### src/rtl/tx_pkt_scheduler.sv
// tx_pkt_scheduler: packet-granular 2:1 AXI4-Stream scheduler.
// Port 0 carries pass-through traffic and port 1 carries generator traffic.
// One whole packet is granted at a time. Port 1 is throttled by an
// inter-packet gap and a burst limit.
// Optional build macro TX_SCHED_STRICT_PRIO_EN: port 0 always wins in IDLE.
// Without the macro, ties are resolved round-robin.
module tx_pkt_scheduler #(
  parameter int C_AXIS_DATA_WIDTH  = 256,
  parameter int C_AXIS_TUSER_WIDTH = 128,
  parameter int C_GAP_WIDTH        = 16,
  parameter int C_BURST_WIDTH      = 16
) (
  input  logic                            S_AXI_ACLK,
  input  logic                            S_AXI_ARESETN,
  input  logic [C_AXIS_DATA_WIDTH-1:0]    S_AXIS_0_TDATA,
  input  logic [C_AXIS_DATA_WIDTH/8-1:0]  S_AXIS_0_TSTRB,
  input  logic [C_AXIS_TUSER_WIDTH-1:0]   S_AXIS_0_TUSER,
  input  logic                            S_AXIS_0_TVALID,
  input  logic                            S_AXIS_0_TLAST,
  output logic                            S_AXIS_0_TREADY,
  input  logic [C_AXIS_DATA_WIDTH-1:0]    S_AXIS_1_TDATA,
  input  logic [C_AXIS_DATA_WIDTH/8-1:0]  S_AXIS_1_TSTRB,
  input  logic [C_AXIS_TUSER_WIDTH-1:0]   S_AXIS_1_TUSER,
  input  logic                            S_AXIS_1_TVALID,
  input  logic                            S_AXIS_1_TLAST,
  output logic                            S_AXIS_1_TREADY,
  output logic [C_AXIS_DATA_WIDTH-1:0]    M_AXIS_TDATA,
  output logic [C_AXIS_DATA_WIDTH/8-1:0]  M_AXIS_TSTRB,
  output logic [C_AXIS_TUSER_WIDTH-1:0]   M_AXIS_TUSER,
  output logic                            M_AXIS_TVALID,
  output logic                            M_AXIS_TLAST,
  input  logic                            M_AXIS_TREADY,
  input  logic                            cfg_gen_en,
  input  logic [C_GAP_WIDTH-1:0]          cfg_gap,
  input  logic [C_BURST_WIDTH-1:0]        cfg_burst,
  input  logic                            rst_cntrs,
  output logic [31:0]                     pkt_cnt0,
  output logic [31:0]                     pkt_cnt1,
  output logic                            burst_done,
  output logic                            busy
);

  typedef enum logic [2:0] {
    ST_IDLE  = 3'b001,
    ST_SEND0 = 3'b010,
    ST_SEND1 = 3'b100
  } state_t;

  localparam logic [C_GAP_WIDTH-1:0]   GAP_ZERO   = {C_GAP_WIDTH{1'b0}};
  localparam logic [C_GAP_WIDTH-1:0]   GAP_ONE    = {{(C_GAP_WIDTH-1){1'b0}}, 1'b1};
  localparam logic [C_BURST_WIDTH-1:0] BURST_ZERO = {C_BURST_WIDTH{1'b0}};
  localparam logic [C_BURST_WIDTH-1:0] BURST_ONE  = {{(C_BURST_WIDTH-1){1'b0}}, 1'b1};

  state_t                   state_r;
  state_t                   state_nxt_s;
  logic [C_GAP_WIDTH-1:0]   gap_cnt_r;
  logic [C_BURST_WIDTH-1:0] burst_cnt_r;
  logic [C_BURST_WIDTH-1:0] burst_cnt_nxt_s;
  logic                     burst_done_r;
  logic [31:0]              pkt_cnt0_r;
  logic [31:0]              pkt_cnt1_r;
  logic                     busy_r;
  logic                     elig0_s;
  logic                     elig1_s;
  logic                     done0_s;
  logic                     done1_s;

  // A port is eligible when it is valid. Port 1 must also be enabled, outside its gap, and under its burst limit.
  assign elig0_s = S_AXIS_0_TVALID;
  assign elig1_s = S_AXIS_1_TVALID & cfg_gen_en & (gap_cnt_r == GAP_ZERO) & ~burst_done_r;

  // A packet ends on the output TLAST handshake of the port that owns the grant.
  assign done0_s = (state_r == ST_SEND0) & S_AXIS_0_TVALID & S_AXIS_0_TLAST & M_AXIS_TREADY;
  assign done1_s = (state_r == ST_SEND1) & S_AXIS_1_TVALID & S_AXIS_1_TLAST & M_AXIS_TREADY;

`ifndef TX_SCHED_STRICT_PRIO_EN
  logic last_grant_r;

  // Remember which port was granted last so that ties alternate; port 0 wins the first tie.
  always_ff @(posedge S_AXI_ACLK or negedge S_AXI_ARESETN) begin
    if (!S_AXI_ARESETN) begin
      last_grant_r <= 1'b1;
    end else if ((state_r == ST_IDLE) && (state_nxt_s != ST_IDLE)) begin
      last_grant_r <= (state_nxt_s == ST_SEND1);
    end
  end
`endif

  // Next-state arbitration: the grant is decided in IDLE and held until the packet's last beat.
  always_comb begin
    state_nxt_s = state_r;
    case (state_r)
      ST_IDLE: begin
`ifdef TX_SCHED_STRICT_PRIO_EN
        if (elig0_s) begin
          state_nxt_s = ST_SEND0;
        end else if (elig1_s) begin
          state_nxt_s = ST_SEND1;
        end else begin
          state_nxt_s = ST_IDLE;
        end
`else
        if (elig0_s && elig1_s) begin
          state_nxt_s = last_grant_r ? ST_SEND0 : ST_SEND1;
        end else if (elig0_s) begin
          state_nxt_s = ST_SEND0;
        end else if (elig1_s) begin
          state_nxt_s = ST_SEND1;
        end else begin
          state_nxt_s = ST_IDLE;
        end
`endif
      end
      ST_SEND0: begin
        if (done0_s) begin
          state_nxt_s = ST_IDLE;
        end else begin
          state_nxt_s = ST_SEND0;
        end
      end
      ST_SEND1: begin
        if (done1_s) begin
          state_nxt_s = ST_IDLE;
        end else begin
          state_nxt_s = ST_SEND1;
        end
      end
      default: state_nxt_s = ST_IDLE;
    endcase
  end

  // Output mux: the granted port is wired straight through; in IDLE every output is quiet.
  always_comb begin
    M_AXIS_TDATA    = {C_AXIS_DATA_WIDTH{1'b0}};
    M_AXIS_TSTRB    = {(C_AXIS_DATA_WIDTH/8){1'b0}};
    M_AXIS_TUSER    = {C_AXIS_TUSER_WIDTH{1'b0}};
    M_AXIS_TVALID   = 1'b0;
    M_AXIS_TLAST    = 1'b0;
    S_AXIS_0_TREADY = 1'b0;
    S_AXIS_1_TREADY = 1'b0;
    case (state_r)
      ST_SEND0: begin
        M_AXIS_TDATA    = S_AXIS_0_TDATA;
        M_AXIS_TSTRB    = S_AXIS_0_TSTRB;
        M_AXIS_TUSER    = S_AXIS_0_TUSER;
        M_AXIS_TVALID   = S_AXIS_0_TVALID;
        M_AXIS_TLAST    = S_AXIS_0_TLAST;
        S_AXIS_0_TREADY = M_AXIS_TREADY;
      end
      ST_SEND1: begin
        M_AXIS_TDATA    = S_AXIS_1_TDATA;
        M_AXIS_TSTRB    = S_AXIS_1_TSTRB;
        M_AXIS_TUSER    = S_AXIS_1_TUSER;
        M_AXIS_TVALID   = S_AXIS_1_TVALID;
        M_AXIS_TLAST    = S_AXIS_1_TLAST;
        S_AXIS_1_TREADY = M_AXIS_TREADY;
      end
      default: begin
        M_AXIS_TVALID   = 1'b0;
      end
    endcase
  end

  // Burst count: cleared while the generator is disabled, advanced on each completed port-1 packet.
  always_comb begin
    if (!cfg_gen_en) begin
      burst_cnt_nxt_s = BURST_ZERO;
    end else if (done1_s) begin
      burst_cnt_nxt_s = burst_cnt_r + BURST_ONE;
    end else begin
      burst_cnt_nxt_s = burst_cnt_r;
    end
  end

  // State register; async reset drops any packet in flight.
  always_ff @(posedge S_AXI_ACLK or negedge S_AXI_ARESETN) begin
    if (!S_AXI_ARESETN) begin
      state_r <= ST_IDLE;
      busy_r  <= 1'b0;
    end else begin
      state_r <= state_nxt_s;
      busy_r  <= (state_nxt_s != ST_IDLE);
    end
  end

  // Gap counter: loaded at each port-1 packet end, then counts down to zero regardless of state.
  always_ff @(posedge S_AXI_ACLK or negedge S_AXI_ARESETN) begin
    if (!S_AXI_ARESETN) begin
      gap_cnt_r <= GAP_ZERO;
    end else if (done1_s) begin
      gap_cnt_r <= cfg_gap;
    end else if (gap_cnt_r != GAP_ZERO) begin
      gap_cnt_r <= gap_cnt_r - GAP_ONE;
    end
  end

  // Burst tracking: the flag is taken from the next count so no extra packet slips through.
  always_ff @(posedge S_AXI_ACLK or negedge S_AXI_ARESETN) begin
    if (!S_AXI_ARESETN) begin
      burst_cnt_r  <= BURST_ZERO;
      burst_done_r <= 1'b0;
    end else begin
      burst_cnt_r  <= burst_cnt_nxt_s;
      burst_done_r <= (cfg_burst != BURST_ZERO) && (burst_cnt_nxt_s == cfg_burst);
    end
  end

  // Completed-packet counters; a counter clear beats a same-cycle increment.
  always_ff @(posedge S_AXI_ACLK or negedge S_AXI_ARESETN) begin
    if (!S_AXI_ARESETN) begin
      pkt_cnt0_r <= 32'd0;
      pkt_cnt1_r <= 32'd0;
    end else if (rst_cntrs) begin
      pkt_cnt0_r <= 32'd0;
      pkt_cnt1_r <= 32'd0;
    end else begin
      if (done0_s) begin
        pkt_cnt0_r <= pkt_cnt0_r + 32'd1;
      end
      if (done1_s) begin
        pkt_cnt1_r <= pkt_cnt1_r + 32'd1;
      end
    end
  end

  assign pkt_cnt0   = pkt_cnt0_r;
  assign pkt_cnt1   = pkt_cnt1_r;
  assign burst_done = burst_done_r;
  assign busy       = busy_r;

endmodule
### config.mk
export PLATFORM = sky130hd
export DESIGN_NAME = tx_pkt_scheduler
export DESIGN_NICKNAME = d
export VERILOG_FILES = /design/src/rtl/tx_pkt_scheduler.sv
export SDC_FILE = /design/constraint.sdc
export NUM_CORES = 1
export LEC_CHECK = 0
export ABC_AREA = 1
export BUFFER_PORTS_ARGS = -buffer_cell sky130_fd_sc_hd__buf_2
export CAP_MARGIN = 20
export CORE_AREA = 4 4 521 523
export DETAILED_ROUTE_END_ITERATION = 6
export DIE_AREA = 0 0 525 527
export PLACE_DENSITY_LB_ADDON = 0.05
export SETUP_SLACK_MARGIN = 0.02
export SYNTH_ARGS = -nofsm -noshare
export SYNTH_HDL_FRONTEND = slang
export SYNTH_SLANG_ARGS = --single-unit
### constraint.sdc
create_clock -name S_AXI_ACLK -period 4 [get_ports S_AXI_ACLK]
set_clock_uncertainty 0.2 [all_clocks]
set_input_delay 0.8 -clock S_AXI_ACLK [delete_from_list [all_inputs] [get_ports S_AXI_ACLK]]
set_output_delay 0.8 -clock S_AXI_ACLK [all_outputs]
set_load 0.005 [all_outputs]
---- Word-level counts from Yosys, hierarchy flattened ----
Cells that the tools add are included.
word-level totals
  register bits after elaboration ......... 102
  input port bits ......................... 873
  logic and storage cells ................. 59
cells by class
  $add $sub $neg .......................... 4
  equality and inequality tests ........... 6
  mux-type cells .......................... 22
  bitwise gates (word level) .............. 10
  reductions and logical operators ........ 9
operators with widths
  cell                     number
  $pmux W256 S2            1
  $pmux W128 S2            1
  $mux W32                 4
  $add A32 B1 Y32 const B  2
  $mux W16                 4
  $pmux W32 S2             1
  $reduce_bool A16 Y1      2
  $add A16 B1 Y16 const B  1
  $eq A16 B16 Y1           1
  $logic_not A16 Y1        1
  $sub A16 B1 Y16 const B  1
  $mux W3                  5
  $and A1 B1 Y1            9
  $pmux W3 S3              1
  $eq A3 B3 Y1 const B     2
  $reduce_bool A2 Y1       3
  $pmux W1 S2              2
  $eq A3 B1 Y1 const B     1
  $eq A3 B2 Y1 const B     1
  $logic_and A1 B1 Y1      3
  $ne A3 B1 Y1 const B     1
  $mux W1                  2
  $mux W2                  1
  $not A1 Y1               1

---- Logic depth before layout (Yosys ltp) ----
Gate-level depths: netlist of the first run.
  depth after elaboration ................. 9
  mapped depth ............................ 15

---- Worst setup path after synthesis of the first run ----
Ideal clock, no wire load.
  path type ............................... register -> output
  from .................................... register state_r[2]
  to ...................................... output port M_AXIS_TDATA[100]
  arrival time ............................ 1.482 ns
  setup slack ............................. 1.518 ns
  cell stages (with the launch flop) ...... 8
  path buffers ............................ 3
  cell sequence ........................... dfrtp_1 -> inv_2 -> nand3_2 -> inv_1 -> buf_2 -> clkbuf_1 -> buf_2 -> a22o_1
between the ends
  cells in the longest elaborated chain, start to end .. 2
  elaborated cells on any way between the ends .. 3
  classes of those cells .................. eq/ne: 2; mux: 1
RTL lines
  item                                                 RTL line  source
  start, declared                                      54        state_t state_r;
  start signal, assigned                               181       state_r <= state_nxt_s;
  $eq A3 B3 Y1 / $eq A3 B2 Y1 (equally long branches)  141       case (state_r)
  $pmux W256 S2 (*)                                    141
  end, declared                                        27        output logic [C_AXIS_DATA_WIDTH-1:0] M_AXIS_TDATA,
Mark *: on every way between the ends. The rest lies on a longest branch, timed or not.

---- Final worst setup path of the first run ----
  from .................................... register state_r[2]
  to ...................................... output port M_AXIS_TDATA[149]
The elaborated chain is that of the path after synthesis.

==> results of run 1 <==
metrics by stage:
| stage | power (W) | instance area, um^2 | setup slack, ns |
|---|---|---|---|
| floorplan | 0.00224 | 10500 | 1.52 |
| global placement | 0.00471 | 21600 | 0.683 |
| detailed placement | 0.00468 | 21600 | 0.692 |
| CTS | 0.00582 | 21900 | 0.187 |
| global route | 0.00600 | 22200 | 0.148 |
| finish | 0.00570 | 22700 | 0.269 |
power groups by stage:
stage / Combinational (W) / Sequential [W] / Clock [W]
finish: 0.00356 / 0.00107 / 0.00106
global route: 0.00376 / 0.00107 / 0.00116
CTS: 0.00360 / 0.00107 / 0.00116
detailed placement: 0.00359 / 0.00109 / 0
global placement: 0.00362 / 0.00109 / 0
floorplan: 0.00116 / 0.00109 / 0
worst paths after layout:
kind | end | from | depth (start not counted) | slack [ns]
max | M_AXIS_TDATA[149] | state_r[2]$_DFF_PN0_ | 6 | 0.27
min | burst_cnt_r[13]$_DFF_PN0_ | S_AXI_ARESETN | 1 | 0.14
max reg2reg | pkt_cnt1[28]$_DFFE_PN0P_ | pkt_cnt1[0]$_DFFE_PN0P_ | 10 | 1.34
min reg2reg | last_grant_r$_DFFE_PN1P_ | last_grant_r$_DFFE_PN1P_ | 2 | 0.31
max in group asynchronous | pkt_cnt0[31]$_DFFE_PN0P_ | S_AXI_ARESETN | 2 | 2.59
min in group S_AXI_ACLK | last_grant_r$_DFFE_PN1P_ | last_grant_r$_DFFE_PN1P_ | 2 | 0.31
state kept, by name, summed over array words and instances (netlist names):
| signal | cells |
|---|---|
| pkt_cnt1 | 32 |
| last_grant_r | 1 |
| pkt_cnt0 | 32 |
| state_r | 3 |
| burst_cnt_r | 16 |
| burst_done | 1 |
| busy | 1 |
| gap_cnt_r | 16 |
metal layers:
layer / track usage [%] / part of all wire, %
met5: 0 / 0.31
met3: 12.3 / 16
met4: 5.07 / 3.7
met2: 26.2 / 43
met1: 18.0 / 36
worst max-delay path, cell delays in order (launching register included):
cell     delay (ns)
dfrtp_1        0.48
inv_2          0.09
nand3_2        0.20
inv_8          0.31
buf_4          0.49
a22o_1         0.41
buf_2          0.22
layout make-up:
cell class                 instances  area [um^2]  area share [%]
antenna                          313          783            3.45
clock buffer                      12          246            1.09
clock inverter                     3         43.8           0.193
inverter                         143          544            2.40
multi-input combinational       1034         6870            30.3
sequential                       102         2550            11.3
tap                             3552         4440            19.6
timing repair buffer            1394         7210            31.8
kinds of logic (layout without fill, tap and decap cells):
group | count (synthesis) | count (layout) | synth area share [%]
DFF | 102 | 102 | 24.4
buffers and inverters | 254 | 1552 | 9.94
and+or+nand+nor | 465 | 465 | 21.7
xor gates and xnor gates | 20 | 20 | 1.68
adders and majority gates | 5 | 5 | 0.598
AOI/OAI and AO/OA | 544 | 544 | 41.6
other | 0 | 313 | 0
layout by cell type (no fill, tap or decap), types with 3 or more instances in the layout:
cell / n
a22o_1: 416
buf_2: 1357
diode_2: 313
a211oi_1: 6
xor2_1: 13
nor2_1: 88
o211ai_1: 3
xnor2_1: 7
o31ai_1: 3
clkbuf_16: 9
dfrtp_1: 100
o21ai_1: 6
nand3_1: 74
nor2_2: 7
nor2_4: 7
nand4_1: 33
o21ai_0: 47
nand2_1: 175
inv_1: 129
buf_12: 11
clkinv_1: 4
inv_2: 9
nor3_2: 5
a21oi_1: 48
nor4_1: 11
buf_4: 25
nand3_2: 3
nor3_1: 40
nand3b_1: 4
ha_1: 5
o21a_1: 3
a31oi_1: 5
==> impl_metrics.py, run 1 <==
metrics = {
    "finish": {
        "post-route-util_pct": 8.50,
        "drive_above_1_share_pct": 54.2,
        "fillCellCount": 31700,
        "finalNonFillerCells": 6553,
        "finalNetCount": 3562,
        "area_delta_synth_final_pct": 117,
    },
    "synthesis": {
        "yosys.area.top_type_share_pct": 34.8,
        "synth_area_leader_cell": "a22o_1",
        "synthTopCellsByArea": "a22o_1 (35%), dfrtp_1 (24%), nand2_1 (6.3%)",
        "yosysMostFrequentCell": "a22o_1",
        "synth_edf_count": 0,
        "synth-seq-area-share_pct": 24.4,
        "yosys_warnings": 0,
        "synthesis.area_um2": 10500,
        "synth_top_flop_cell": "dfrtp_1",
        "ys_types": 52,
        "synth_common_cells": "a22o_1 (416), nand2_1 (175), inv_1 (131)",
        "syn_area_per_cell_um2": 7.52,
        "ys_async_sr_fraction_pct": 100,
        "synth_cells": 1390,
        "syn_nets": 2268,
        "ys_ff_latch": 102,
    },
    "floorplanning": {
        "io_pins": 1359,
        "rows": 190,
        "core_um2": 267000,
        "die_h_um": 527,
        "initial_core_util_pct": 3.92,
        "die_area_um2": 277000,
        "die_w_um": 525,
    },
    "grt": {
        "antenna_found_initial": 357,
        "grt_max_degree": 84,
        "grt_pass1_wl_um": 287000,
        "grt_pass1_vias": 18600,
        "grt_overflow": 0,
        "grt_use_total_pct": 16.9,
    },
    "power_and_ir_drop": {
        "power.density_nw_per_um2": 251,
        "switching_share_pct": 49.5,
        "ir_drop_mv": 0.251,
        "power_switching_w": 0.00282,
        "leakage_nw": 10.9,
        "seqPwrFrac_pct": 18.8,
        "pwr-share-comb_pct": 62.5,
        "power.internal_w": 0.00287,
        "pwr-share-clk_pct": 18.7,
    },
    "clock_network": {
        "cts_hold_buf": 0,
        "htree_levels": 3,
        "cts_resized": 0,
        "post-cts-setup-buffers": 0,
        "cts_buffers": 9,
        "cts_root_buf": "clkbuf_16",
        "cts_tree": "built",
        "clock_path_buffers": 2,
        "clkTransAtPathRegs_ns": 0.09,
        "clock_latency_ns": 0.42,
        "cts_num_sinks": 102,
    },
    "timing": {
        "hold_violations": 0,
        "rsz0062_at_grt": "false",
        "slew_headroom_pct": 42.7,
        "setup_violations": 0,
        "fmax_ghz": 0.268,
        "period_minus_slack_ns": 3.73,
        "tightest_slew_ns": 0.851,
        "fin_crit_sh_pct": 93.3,
        "tns_ns": 0,
        "drv_slew": 0,
        "hold_ws_ns": 0.142,
    },
    "routing": {
        "wl_um": 245000,
        "first_pass_iters": 5,
        "wl_per_cell_um": 37.3,
        "drt_iter0_markers": 1080,
        "viasPerCell": 2.89,
        "dr_total_vias": 18900,
        "postRouteAntennaNets": 0,
        "drcViolationCount": 0,
    },
    "placed_design": {
        "hpwl_um": 226000,
        "gp_congestion": 0.882,
        "port_buffers": 1358,
        "dp.cells": 6225,
    },
    "flow_run": {
        "max_cap_viol_count": 0,
    },
    "hold_path": {
        "min_path_type": "in2async",
    },
    "outcome": {
        "status": "finished, final reports clean",
    },
    "worst_setup_path": {
        "start_kind": "flip-flop",
        "endpoint_kind": "output pin",
        "cp.arrival_ns": 2.73,
        "crit_required_ns": 3.00,
        "worstSetupPathType": "reg2out",
        "cp_max_fo": 35,
    },
}
Note: power is estimated with default switching activity, not from simulation.
==> inputs of run 2 (changes only) <==
PLACE_DENSITY = 0.3   (was not set)
PLACE_DENSITY_LB_ADDON = not set   (was 0.05)
REMOVE_ABC_BUFFERS = 1   (was not set)
==> run 2 against run 1 <==
Via count shrank 1.2%; global-route usage shrank 1.7 points; worst hold slack lost 0.060 ns; wire length shrank 9.3%; critical path type unchanged.
==> impl_metrics.py, run 2 (same netlist as run 1, synthesis figures left out) <==
metrics = {
    "outcome": {
        "status": "finished, final reports clean",
    },
    "timing": {
        "tns_ns": 0,
        "setup_violations": 0,
        "hold_ws_ns": 0.0819,
        "setup_ws_ns": 0.173,
        "rsz0062_at_grt": "false",
        "fmax_ghz": 0.261,
        "drv_slew": 0,
        "tightest_slew_ns": 0.631,
        "slew_headroom_pct": 57.9,
        "period_minus_slack_ns": 3.83,
        "hold_violations": 0,
        "fin_crit_sh_pct": 95.7,
    },
    "clock_network": {
        "clkTransAtPathRegs_ns": 0.08,
        "clock_path_buffers": 2,
        "cts_buffers": 9,
        "cts_hold_buf": 0,
        "post-cts-setup-buffers": 0,
        "htree_levels": 3,
        "cts_num_sinks": 102,
        "cts_resized": 0,
        "cts_root_buf": "clkbuf_16",
        "cts_tree": "built",
        "clock_latency_ns": 0.37,
    },
    "grt": {
        "grt_max_degree": 103,
        "grt_use_total_pct": 15.2,
        "grt_pass1_vias": 17700,
        "grt_pass1_wl_um": 262000,
        "antenna_found_initial": 293,
        "grt_overflow": 0,
    },
    "power_and_ir_drop": {
        "power.density_nw_per_um2": 256,
        "ir_drop_mv": 0.211,
        "leakage_nw": 10.9,
    },
    "finish": {
        "finalNetCount": 3570,
        "drive_above_1_share_pct": 54.3,
        "area_delta_synth_final_pct": 114,
        "post-route-util_pct": 8.37,
        "final_common_cell": "buf_2",
        "layout_common_cells": "buf_2 (1357), a22o_1 (416), nand2_1 (175)",
    },
    "worst_setup_path": {
        "regToRegStartpoint": "state_r[2]$_DFF_PN0_",
        "crit_start": "state_r[2]$_DFF_PN0_",
        "crit_path_cell_trace": "inv_2 > nand3_2 > clkinv_8 > buf_12 > buf_4 > a22o_1 > buf_2",
        "crit_required_ns": 3.00,
        "cp.arrival_ns": 2.83,
        "cpMaxStageDelayCell": "dfrtp_1",
        "cp_max_fo": 25,
        "worstSetupPathType": "reg2out",
        "endpoint_kind": "output pin",
        "crit_family": "buffers and inverters",
        "start_kind": "flip-flop",
        "cp_num_buf_inv": 5,
        "cpPeakStageDelay_ns": 0.49,
    },
    "routing": {
        "viasPerCell": 2.94,
        "first_pass_iters": 5,
        "drt_iter0_markers": 1463,
        "wl_per_cell_um": 34.8,
        "drcViolationCount": 0,
        "dr_total_vias": 18700,
        "postRouteAntennaNets": 0,
        "wl_um": 222000,
    },
    "floorplanning": {
        "core_um2": 267000,
        "die_h_um": 527,
        "initial_core_util_pct": 3.92,
        "io_pins": 1359,
        "die_area_um2": 277000,
        "die_w_um": 525,
        "rows": 190,
    },
    "placed_design": {
        "port_buffers": 1358,
        "dp_worst_setup_slack_ns": 0.481,
        "hpwl_um": 207000,
        "gp_congestion": 1.03,
    },
    "hold_path": {
        "min_path_type": "in2async",
    },
    "flow_run": {
        "max_cap_viol_count": 0,
    },
}
[run 2: cell count changes in the layout (fill, tap and decap cells not counted)]
cell       before  now
diode_2       313  118
buf_4          25   31
bufinv_16       1    3
buf_12         11   12
buf_16          0    1
clkinv_8        0    1
inv_6           1    0
inv_8           1    0
[run 2: through the flow]
stage          cells  instance area (um^2)  power (W)
6_report        6367                 22400    0.00573
5_1_grt         6312                 22200    0.00601
4_1_cts         6248                 22000    0.00585
3_5_place_dp    6232                 21700    0.00475
3_3_place_gp    6232                 21700    0.00476
2_1_floorplan   1279                  9950    0.00254
[run 2: final cells by class]
type | instances | area [um^2]
Antenna cell | 118 | 295
Clock buffer | 12 | 246
Clock inverter | 4 | 95.1
Fill cell | 31700 | 245000
Inverter | 143 | 549
Multi-Input combinational cell | 1034 | 6870
Sequential cell | 102 | 2550
Tap cell | 3552 | 4440
Timing Repair Buffer | 1402 | 7300
[run 2: power breakdown]
part | internal (W) | switching (W)
Combinational | 0.00137 | 0.00223
Sequential | 0.00105 | 0.0000195
Clock | 0.000629 | 0.000432
[run 2: per-layer routing]
| metal | wire [um] | global-route usage (%) | part of all wire (%) |
|---|---|---|---|
| met1 | 80800 | 16.6 | 36 |
| met2 | 111000 | 27.4 | 50 |
| met4 | 7630 | 4.13 | 3.4 |
| met5 | 602 | 0 | 0.27 |
| met3 | 21800 | 5.75 | 9.8 |
[run 2: final timing paths]
check,to,slack (ns),cells past startpoint
setup / recovery,M_AXIS_TUSER[6],0.17,7
hold / removal,gap_cnt_r[8]$_DFFE_PN0P_,0.08,1
setup reg to reg,burst_done$_DFF_PN0_,1.23,11
hold reg to reg,last_grant_r$_DFFE_PN1P_,0.31,2
max in group asynchronous,last_grant_r$_DFFE_PN1P_,2.78,2
min in group S_AXI_ACLK,last_grant_r$_DFFE_PN1P_,0.31,2
[run 2: worst reg2reg max path, stage by stage (launching register included)]
cell,delay (ns)
dfrtp_1,0.53
nand2_1,0.16
nor2_4,0.35
buf_4,0.47
nand4_1,0.20
nand4_1,0.13
nand2_1,0.07
nor2_1,0.13
nand3_1,0.11
nor2_1,0.11
nand3_1,0.08
nor2_1,0.15
==> inputs of run 3 (changes only) <==
ABC_CLOCK_PERIOD_IN_PS = 4100   (was not set)
clock period = 4.1 ns   (was 4 ns; I/O delays follow)
==> run 3 against run 2 <==
Clock-buffer cell count up 1; wire length is essentially flat; final cell count is 0.38% lower; die area is the same; power shrank 5.1%; core utilization decreased by 0.061 points; register-to-register slack improved by 0.14 ns; cell area decreased by 0.73%; worst setup slack gained 0.20 ns; sequential power barely moved; highest routed layer unchanged.
==> impl_metrics.py, run 3 (same netlist as run 1, synthesis figures left out) <==
metrics = {
    "worst_setup_path": {
        "worstSetupPathType": "reg2out",
        "crit_family": "buffers and inverters",
        "cp_num_buf_inv": 4,
        "crit_path_cell_trace": "inv_2 > nand3_2 > inv_8 > buf_12 > a22o_1 > buf_2",
        "r2r-end": "pkt_cnt0[27]$_DFFE_PN0P_",
        "r2r_cells": 10,
        "cp.arrival_ns": 2.70,
        "regToRegStartpoint": "state_r[2]$_DFF_PN0_",
        "endpoint_kind": "output pin",
        "cpPeakStageDelay_ns": 0.47,
        "cpMaxStageDelayCell": "dfrtp_1",
        "crit_required_ns": 3.08,
        "start_kind": "flip-flop",
        "cp_max_fo": 74,
        "crit_start": "state_r[2]$_DFF_PN0_",
        "rrSetupSlack_ns": 1.37,
    },
    "outcome": {
        "status": "finished, final reports clean",
    },
    "power_and_ir_drop": {
        "pwr-share-comb_pct": 63.5,
        "switching_share_pct": 47.4,
        "leakage_nw": 10.9,
        "power.internal_w": 0.00286,
        "power_switching_w": 0.00258,
        "power.density_nw_per_um2": 245,
        "seqPwrFrac_pct": 19.2,
        "ir_drop_mv": 0.207,
        "pwr-share-clk_pct": 17.3,
    },
    "timing": {
        "drv_slew": 0,
        "tightest_slew_ns": 0.724,
        "setup_ws_ns": 0.375,
        "rsz0062_at_grt": "false",
        "slew_headroom_pct": 51.6,
        "fin_crit_sh_pct": 90.8,
        "setup_violations": 0,
        "fmax_ghz": 0.268,
        "period_minus_slack_ns": 3.72,
        "hold_violations": 0,
    },
    "floorplanning": {
        "die_area_um2": 277000,
        "initial_core_util_pct": 3.92,
        "core_um2": 267000,
        "die_w_um": 525,
        "die_h_um": 527,
        "io_pins": 1359,
        "rows": 190,
    },
    "grt": {
        "grt_overflow": 0,
        "grt_pass1_vias": 18000,
        "grt_pass1_wl_um": 264000,
        "grt_use_total_pct": 15.3,
        "grt_max_degree": 90,
        "antenna_found_initial": 294,
    },
    "routing": {
        "drcViolationCount": 0,
        "wl_um": 222000,
        "viasPerCell": 2.91,
        "wl_per_cell_um": 35.0,
        "first_pass_iters": 6,
        "postRouteAntennaNets": 0,
        "drt_iter0_markers": 1220,
        "dr_total_vias": 18500,
    },
    "clock_network": {
        "cts_num_sinks": 102,
        "post-cts-setup-buffers": 0,
        "cts_buffers": 9,
        "htree_levels": 3,
        "clock_path_buffers": 2,
        "cts_root_buf": "clkbuf_16",
        "cts_resized": 0,
        "clock_latency_ns": 0.38,
        "cts_tree": "built",
        "cts_hold_buf": 0,
        "clkTransAtPathRegs_ns": 0.07,
    },
    "placed_design": {
        "hpwl_um": 207000,
        "place_area_um2": 21600,
        "port_buffers": 1358,
        "dp_worst_setup_slack_ns": 0.619,
        "gp_congestion": 0.995,
    },
    "finish": {
        "finalNetCount": 3562,
        "fillCellCount": 31700,
        "drive_above_1_share_pct": 54.2,
        "final_common_cell": "buf_2",
        "post-route-util_pct": 8.31,
        "regArea_um2": 2550,
        "multi_input_area_um2": 6870,
        "area_delta_synth_final_pct": 112,
        "layout_common_cells": "buf_2 (1357), a22o_1 (416), nand2_1 (175)",
        "final_cell_area_um2": 22200,
    },
    "hold_path": {
        "min_path_type": "in2async",
    },
    "flow_run": {
        "max_cap_viol_count": 0,
    },
}
## run 3: how the worst max path moves through the flow
stage | endpoint | slack, ns | cells past startpoint
3_3_place_gp | M_AXIS_TUSER[96] | 0.63 | 6
2_1_floorplan | M_AXIS_TDATA[0] | -11.23 | 3
6_report | M_AXIS_TUSER[96] | 0.38 | 6
5_1_grt | M_AXIS_TUSER[96] | 0.18 | 6
3_5_place_dp | M_AXIS_TUSER[96] | 0.62 | 6
4_1_cts | M_AXIS_TUSER[96] | 0.19 | 6
## run 3: per-layer routing
metal  part of all wire, %  vias up  track usage, %  wire [um]
li1                      -     7905               -          -
met1                    35     8607            16.4      78500
met2                    50     1370            28.0     111000
met3                    11      503            6.03      23800
met4                   3.5       98            3.49       7670
met5                  0.29        -               0        637
## run 3: cell type report
class                           count  area share (%)
Multi-Input combinational cell   1034            31.0
Sequential cell                   102            11.5
Antenna cell                      102            1.15
Inverter                          143            2.45
Tap cell                         3552            20.0
Clock buffer                       13            1.17
Clock inverter                      3           0.192
Timing Repair Buffer             1394            32.5
## run 3: power by group through the flow
stage          Combinational (W)  Clock [W]  Sequential (W)
6_report                 0.00345   0.000941         0.00104
5_1_grt                  0.00367    0.00101         0.00105
4_1_cts                  0.00354   0.000986         0.00104
3_5_place_dp             0.00354          0         0.00106
3_3_place_gp             0.00354          0         0.00106
2_1_floorplan            0.00142          0         0.00106
## run 3: per-stage QoR
stage | total power, W | hold slack [ns] | TNS, ns | cells
after floorplan | 0.00247 | 0.261 | -4759.45 | 1279
after CTS | 0.00557 | 0.251 | 0 | 6241
after global placement | 0.00460 | 0.281 | 0 | 6225
after global routing | 0.00573 | 0.276 | 0 | 6297
after detailed placement | 0.00460 | 0.275 | 0 | 6225
final | 0.00544 | 0.235 | 0 | 6343
